File: config.mk
export PLATFORM = sky130hd
export DESIGN_NAME = riscv_mdu_seq
export DESIGN_NICKNAME = d
export VERILOG_FILES = /design/src/rtl/riscv_mdu_seq.sv
export SDC_FILE = /design/constraint.sdc
export NUM_CORES = 2
export LEC_CHECK = 0
export CAP_MARGIN = 5
export CORE_MARGIN = 10
export CORE_UTILIZATION = 30
export CTS_CLUSTER_DIAMETER = 100
export DETAILED_ROUTE_END_ITERATION = 10
export SYNTH_ARGS = -nofsm -noshare
export SYNTH_HDL_FRONTEND = slang
export SYNTH_SLANG_ARGS = --single-unit
File: constraint.sdc
create_clock -name clk -period 12.2 [get_ports clk]
set_input_delay 1.83 -clock clk [delete_from_list [all_inputs] [get_ports clk]]
set_output_delay 1.83 -clock clk [all_outputs]
set_load 0.02 [all_outputs]
File: src/rtl/riscv_mdu_seq.sv
// Iterative RV64M multiply/divide unit: radix-2 shift-add multiply and restoring
// divide on operand magnitudes, one bit per cycle, with a valid/ready op and result handshake.
module riscv_mdu_seq #(
    parameter int WIDTH = 64,
    parameter int CNT_W = 7
) (
    input  logic             clk,
    input  logic             rst_n,
    input  logic             flush,
    input  logic             in_valid,
    output logic             in_ready,
    input  logic [3:0]       op,
    input  logic [WIDTH-1:0] src_a,
    input  logic [WIDTH-1:0] src_b,
    output logic             out_valid,
    input  logic             out_ready,
    output logic [WIDTH-1:0] result
);
    typedef enum logic [1:0] {IDLE, BUSY, DONE} state_t;

    state_t           state;
    logic [CNT_W-1:0] count;
    logic [WIDTH-1:0] acc;
    logic [WIDTH-1:0] lo;
    logic [WIDTH-1:0] opnd;
    logic [3:0]       op_q;
    logic             neg_q;
    logic             neg_r;

    function automatic logic [WIDTH-1:0] sext32(input logic [31:0] x);
        return {{(WIDTH-32){x[31]}}, x};
    endfunction

    logic             in_w, in_div, in_rsv, a_signed, b_signed;
    logic             sa, sb, b_zero, ovf, is_spec;
    logic [WIDTH-1:0] a_ext, b_ext, a_mag, b_mag, min_val, rem_val, spec_res;

    always_comb begin
        in_w     = op[3];
        in_div   = op[2];
        in_rsv   = op[3] & ~op[2] & (op[1:0] != 2'b00);
        a_signed = 1'b0;
        b_signed = 1'b0;
        if (in_div) begin
            a_signed = ~op[0];
            b_signed = ~op[0];
        end else if (!in_w) begin
            a_signed = (op[1:0] == 2'b01) || (op[1:0] == 2'b10);
            b_signed = (op[1:0] == 2'b01);
        end
        // W-ops work on the low word; signed variants sign-extend before abs
        if (in_w) begin
            a_ext = a_signed ? sext32(src_a[31:0]) : {{(WIDTH-32){1'b0}}, src_a[31:0]};
            b_ext = b_signed ? sext32(src_b[31:0]) : {{(WIDTH-32){1'b0}}, src_b[31:0]};
        end else begin
            a_ext = src_a;
            b_ext = src_b;
        end
        sa      = a_signed & a_ext[WIDTH-1];
        sb      = b_signed & b_ext[WIDTH-1];
        a_mag   = sa ? -a_ext : a_ext;
        b_mag   = sb ? -b_ext : b_ext;
        b_zero  = (b_ext == '0);
        min_val = in_w ? {{(WIDTH-31){1'b1}}, 31'b0} : {1'b1, {(WIDTH-1){1'b0}}};
        ovf     = in_div & ~op[0] & (a_ext == min_val) & (b_ext == '1);
        rem_val = in_w ? sext32(src_a[31:0]) : src_a;
        is_spec = in_rsv | (in_div & (b_zero | ovf));
        spec_res = '0;
        if (in_div && b_zero)
            spec_res = op[1] ? rem_val : '1;
        else if (in_div && ovf)
            spec_res = op[1] ? '0 : a_ext;
    end

    logic [WIDTH:0]     sum, sh;
    logic [WIDTH-1:0]   diff, acc_n, lo_n, quo, rem, dval;
    logic [2*WIDTH-1:0] prod, prod_s;
    logic               ge;
    logic [WIDTH-1:0]   fin_res;

    always_comb begin
        sum  = {1'b0, acc} + (lo[0] ? {1'b0, opnd} : '0);
        sh   = {acc, lo[WIDTH-1]};
        ge   = (sh >= {1'b0, opnd});
        diff = sh[WIDTH-1:0] - opnd;
        if (op_q[2]) begin
            acc_n = ge ? diff : sh[WIDTH-1:0];
            lo_n  = {lo[WIDTH-2:0], ge};
        end else begin
            acc_n = sum[WIDTH:1];
            lo_n  = {sum[0], lo[WIDTH-1:1]};
        end
        prod   = {acc_n, lo_n};
        prod_s = neg_q ? -prod : prod;
        quo    = neg_q ? -lo_n : lo_n;
        rem    = neg_r ? -acc_n : acc_n;
        dval   = op_q[1] ? rem : quo;
        // after 32 steps the W-multiply low word sits at the top of lo
        if (op_q[2])
            fin_res = op_q[3] ? sext32(dval[31:0]) : dval;
        else if (op_q[3])
            fin_res = sext32(lo_n[WIDTH-1 -: 32]);
        else if (op_q[1:0] == 2'b00)
            fin_res = prod_s[WIDTH-1:0];
        else
            fin_res = prod_s[2*WIDTH-1:WIDTH];
    end

    always_ff @(posedge clk) begin
        if (!rst_n) begin
            state     <= IDLE;
            count     <= '0;
            out_valid <= 1'b0;
            in_ready  <= 1'b1;
            result    <= '0;
            acc       <= '0;
            lo        <= '0;
            opnd      <= '0;
            op_q      <= '0;
            neg_q     <= 1'b0;
            neg_r     <= 1'b0;
        end else begin
            case (state)
                IDLE: begin
                    if (in_valid && !flush) begin
                        op_q     <= op;
                        neg_q    <= sa ^ sb;
                        neg_r    <= sa;
                        acc      <= '0;
                        opnd     <= in_div ? b_mag : a_mag;
                        if (in_div)
                            lo <= in_w ? {a_mag[31:0], {(WIDTH-32){1'b0}}} : a_mag;
                        else
                            lo <= b_mag;
                        in_ready <= 1'b0;
                        if (is_spec) begin
                            result    <= spec_res;
                            out_valid <= 1'b1;
                            state     <= DONE;
                        end else begin
                            count <= in_w ? CNT_W'(32) : CNT_W'(WIDTH);
                            state <= BUSY;
                        end
                    end
                end
                BUSY: begin
                    if (flush) begin
                        state    <= IDLE;
                        in_ready <= 1'b1;
                    end else begin
                        acc   <= acc_n;
                        lo    <= lo_n;
                        count <= count - 1'b1;
                        if (count == CNT_W'(1)) begin
                            result    <= fin_res;
                            out_valid <= 1'b1;
                            state     <= DONE;
                        end
                    end
                end
                DONE: begin
                    if (flush || out_ready) begin
                        state     <= IDLE;
                        out_valid <= 1'b0;
                        in_ready  <= 1'b1;
                    end
                end
                default: begin
                    state     <= IDLE;
                    out_valid <= 1'b0;
                    in_ready  <= 1'b1;
                end
            endcase
        end
    end
endmodule
After elaboration in Yosys (flattened, before gate mapping) --
Cells that the tools add are included.
Operators by class: $add $sub $neg 8, order comparisons 1, equal/unequal tests 15, muxes and demuxes 63, bitwise logic cells 13, reduce and logical (&&, ||, !) cells 18
Operators by type and width (number):
- $mux 64 | 33
- $pmux 64 s2 | 3
- $neg 64->64 | 4
- $mux 128 | 1
- $neg 128->128 | 1
- $add 64x64->65 | 1
- $ge 65x64->1 | 1
- $eq 64x64->1 | 1
- $eq 64x64->1 const B | 1
- $logic_not 64->1 | 1
- $sub 64x64->64 | 1
- $mux 63 | 1
- $mux 7 | 4
- $ne 2x2->1 const B | 7
- $pmux 7 s2 | 1
- $mux 1 | 12
- $mux 2 | 5
- $reduce_and 5->1 | 2
- $reduce_and 3->1 | 3
- $and 1x1->1 | 8
- $eq 7x1->1 const B | 1
- $sub 7x1->7 const B | 1
- $pmux 1 s3 | 2
- $pmux 2 s3 | 1
- 13 further kinds | 22
Storage, ports and cells: register bits after elaboration 273, word-level logic and storage cells 129

Logic depth before layout (Yosys ltp) --
depth after elaboration 15, depth in mapped cells 30, depth with buffers taken out 25

Worst setup path before layout --
No wires, ideal clock.
kind reg2reg, start point register op_q[2], end point register result[38], arrival 7.325 ns, required time 12.081 ns, path slack 4.756 ns, cell stages (with the launch flop) 31, period minus slack after synthesis 7.444 ns, path through dfxtp_1 -> buf_2 -> buf_2 -> buf_2 -> buf_2 -> buf_2 -> buf_2 -> buf_4 -> buf_2 -> buf_2 -> buf_2 -> clkbuf_1 -> buf_2 -> mux2i_1 -> ha_1 -> or3b_1 -> a2111o_1 -> or3_4 -> a211oi_4 -> nand3_2 -> or3_4 -> nor3_2 -> nand3_1 -> or4b_1 -> buf_2 -> nor3_1 -> a21oi_1 -> xnor2_1 -> a221oi_1 -> a211oi_1 -> o221a_2
On the way: cells in the longest elaborated chain, start to end 9, elaborated cells on any way between the ends 16, those cells by class add/sub (3); mux (13)
Ends and longest elaborated chain:
- start, declared | RTL line 26 | logic [3:0] op_q;
- start signal, assigned | RTL line 126 | op_q <= op;
- $mux 64 | RTL line 86 | if (op_q[2]) begin
- $neg 128->128 (tied with other cells) | RTL line 94 | prod_s = neg_q ? -prod : prod;
- $mux 128 (tied with other cells) | RTL line 94
- $mux 64, on equally long branches | RTL line 103, 97
- $mux 64, on equally long branches | RTL line 101, 100
- $mux 64 * | RTL line 99 | if (op_q[2])
- $mux 64 * | RTL line 154 | if (count == CNT_W'(1)) begin
- $mux 64 * | RTL line 147 | if (flush) begin
- $pmux 64 s2 * | RTL line 123 | case (state)
- end signal, assigned | RTL line 137 | result <= spec_res;
- end signal, assigned | RTL line 155 | result <= fin_res;
- end, declared | RTL line 17 | output logic [WIDTH-1:0] result
Every way passes the cells marked *; elsewhere a longest branch is shown, timed or not. The select of a mux whose other input is x is not followed. A chain may end at the register's enable or synchronous reset.

Final worst setup path --
start point register opnd[36], end point register result[42]
On the way: cells in the longest elaborated chain, start to end 11, elaborated cells on any way between the ends 21, those cells by class add/sub (5); order compare (1); mux (15)
Ends and longest elaborated chain:
- start, declared | RTL line 25 | logic [WIDTH-1:0] opnd;
- start signal, assigned | RTL line 130 | opnd <= in_div ? b_mag : a_mag;
- $mux 64 (tied with other cells) | RTL line 82 | sum = {1'b0, acc} + (lo[0] ? {1'b0, opnd} : '0);
- $add 64x64->65 / $mux 64 (equally long branches) | RTL line 82, 87
- $mux 64 | RTL line 86
- $neg 128->128 / $neg 64->64 (equally long branches) | RTL line 94, 96
- $mux 128 / $mux 64 (equally long branches) | RTL line 94, 96
- $mux 64, on equally long branches | RTL line 103, 97
- $mux 64, on equally long branches | RTL line 101, 100
- $mux 64 * | RTL line 99
- $mux 64 * | RTL line 154
- $mux 64 * | RTL line 147
- $pmux 64 s2 * | RTL line 123
Marked as above.

==> metrics <==
Reg2Reg Depth 26; final core utilization 0.343; root buffer cell clkbuf_16; Initial DRC Count 5,573; pwr/cell area 120 mW/mm^2; FP Rows 124; CTS Sinks 273; Top Ports 203; core area 0.114 mm^2; Crit path largest cell delay 0.77 ns; post-synthesis mux area share 0.0288; Vias 42,300; post-route cell area 0.0392 mm^2; Yosys top cell by area dfxtp_1; Hold Crit Class flop to flop; initial antenna violation count 14; area grow syn2layout 13.4%; cell-internal power 2.40 mW; met2 wire len 83,100 um; worst clock skew 0.0476 ns; switching share of power 0.489; CTS Hold Buffers Added 0; clock buffer depth 3; register area share after synthesis 0.158; Mapped Cells 5,165; syn nets 5,441; Routed met1 length 81,200 um; flops & latches, synth 273; period utilization 0.682; Vias/cell 6.34; dpl hpwl 158,000 um; Most common cell on crit path a21oi_1; Max-slew headroom 0.143; post-synth top area share 0.158; Gates resized, CTS repair 0; run status finished clean; Final Hold Viols 0; Synth area leaders dfxtp_1 16%, a21oi_1 8.7%, nor2_1 6.3%, nand2_1 6.1%, xnor2_1 5.2%; TritonCTS Buffers 38; type of element capturing the critical path flop; routed wl met3 22,000 um; hold path cells 2; Max Cap Violations 0; Mapped Area 0.0346 mm^2; sw power 2.30 mW; worst setup path category flop to flop; drt pass-1 iters 8; FILL cells 12,500; setup violators final 0; Peak VDD IR 0.102 mV; Comb power frac 0.503; Die Y 360 um; RSZ-0062 raised after global routing false; Post-CTS Setup Bufs 0; post-synth cell types 115; Routed WL per cell 29.9 um; Slowest cell on crit path or4b_1; final period demand of the worst path 8.33 ns; Synth Area in Compound Gates 0.343; Critical Path RT 12.71 ns; Placed Area 0.0378 mm^2; Flop pwr share 0.227; clock latency on the worst-skew pair 0.62 ns; post-synthesis simple-gate area fraction 0.271; largest net degree at the start of global routing 80; Post-Syn Area per Cell 6.70 um^2; Max Clock Freq 0.120 GHz; Data arrival, critical path 8.83 ns; Post-synth EDFFs 0; Post-Synth XOR/XNOR Area 0.0894; Layout Nets 5,415; Global Route Usage Sum 0.288; largest family of logic cells by synthesized area compound AO/OA/AOI/OAI gates; Post-DRT Antenna Nets 0; Max Slew Vio Count 0; die area 0.129 mm^2; Total Neg Setup Slack 0 ns; Post-Synth Adder-Cell Area 0.0507; input/output buffers 202; Worst Max-Slew Pin Slew 1.29 ns; YS warnings 0; first-pass GRT wire length 282,000 um; Die W 360 um; CP Max Fanout 35; total grt overflow 0; htree depth 2; vias in the first global route 39,200; drt total wl 200,000 um; DRC Markers 0; gpl congestion 1.05; leakage 14.1 nW; async set-reset flop share out of synthesis 0; clk slew on worst S/H paths 0.06 ns; Top FF cell, synth dfxtp_1; share of post-route cells with drive strength above 1 0.0588; TritonCTS clock tree built; Clock Power Share 0.270; effective utilization at floorplan 0.303; Critical Path Source Type flop; top sig layer met5
-- cell type report --
cell class | instances | area (um^2) | area share
diodes | 1 | 2.50 | 0.0000638
clock buffers | 55 | 1180 | 0.0301
clock inverters | 13 | 190 | 0.00485
inverters | 146 | 553 | 0.0141
multi-input cells | 4377 | 27100 | 0.692
flip-flops and latches | 273 | 5480 | 0.140
well taps | 1512 | 1890 | 0.0482
repair buffers | 303 | 2770 | 0.0706
-- Yosys cell counts (all sizes together) (118+ instances only) --
| master | n |
|---|---|
| a211oi | 166 |
| a21oi | 605 |
| clkbuf | 264 |
| dfxtp | 273 |
| ha | 137 |
| inv | 145 |
| nand2 | 564 |
| nand3 | 118 |
| nor2 | 580 |
| nor3 | 157 |
| o21ai | 370 |
| xnor2 | 204 |
| xor2 | 149 |
-- cells in the final DEF, fill, tap and decap left out, drive strengths merged, types with 34 or more instances in the layout --
cell	Yosys	layout
nand2	564	564
and3	34	34
o211ai	113	113
a211oi	166	166
a22oi	48	48
inv	145	148
mux2i	87	87
o21ai	370	370
nand3	118	118
nand2b	35	35
and2	93	93
dfxtp	273	273
buf	105	104
o31ai	62	62
nand4	113	113
nor2	580	580
xnor2	204	204
clkbuf	264	55
nor2b	38	38
nor3	157	157
ha	137	137
nor4	55	55
a31oi	61	61
a21oi	605	605
or3	53	53
a21o	55	55
xor2	149	149
clkdlybuf4s50	0	199
-- power by group through the flow --
stage	clock network (mW)	logic [mW]	registers, mW
finish	1.27	2.37	1.07
global route	1.30	2.48	1.07
CTS	1.27	2.27	1.06
detailed placement	0	2.26	1.08
global placement	0	2.27	1.08
floorplan	0	1.36	1.05
-- state kept, by name (all words and copies together), names as in the netlist --
register,flops
acc,64
lo,64
opnd,64
result,64
count,7
op_q,4
state,2
in_ready,1
neg_q,1
neg_r,1
out_valid,1
-- kinds of logic after synthesis --
group / Yosys count
AND/OR/NAND/NOR: 1959
flip-flops: 273
buffers and inverters: 515
adder cells (fa/ha/maj): 139
AO/OA/AOI/OAI: 1828
XOR/XNOR: 353
multiplexers: 98
-- critical path, delay by kind of cell, from the launching register on --
family	cells	cell delay (ns)
buffers and inverters	2	0.56
DFF	1	0.36
xor gates and xnor gates	1	0.22
and+or+nand+nor	8	3.01
AOI/OAI and AO/OA	13	3.35
adders and majority gates	2	0.69
-- stage by stage --
stage / worst slack, ns / cells / power, mW / hold WS, ns
after global routing: 3.60 / 6679 / 4.85 / 0.486
after detailed placement: 4.11 / 6611 / 3.34 / 0.445
after global placement: 4.25 / 6611 / 3.35 / 0.447
after floorplan: 4.76 / 5165 / 2.41 / 0.440
after CTS: 4.08 / 6679 / 4.60 / 0.460
final: 3.87 / 6680 / 4.70 / 0.457
-- worst paths after layout --
check | from | to | slack, ns
hold / removal | result[11]$_SDFFE_PN0P_ | result[11]$_SDFFE_PN0P_ | 0.46
setup / recovery | opnd[36]$_SDFFE_PN0P_ | result[42]$_SDFFE_PN0P_ | 3.87
hold reg to reg | result[11]$_SDFFE_PN0P_ | result[11]$_SDFFE_PN0P_ | 0.46
setup reg to reg | opnd[36]$_SDFFE_PN0P_ | result[42]$_SDFFE_PN0P_ | 3.87
-- metal layers --
| metal | GRT usage | up-vias |
|---|---|---|
| li1 | - | 19000 |
| met1 | 0.373 | 20300 |
| met2 | 0.428 | 2494 |
| met3 | 0.0722 | 469 |
| met4 | 0.167 | 16 |
| met5 | 0 | - |
Note: power is estimated with default switching activity, not from simulation.
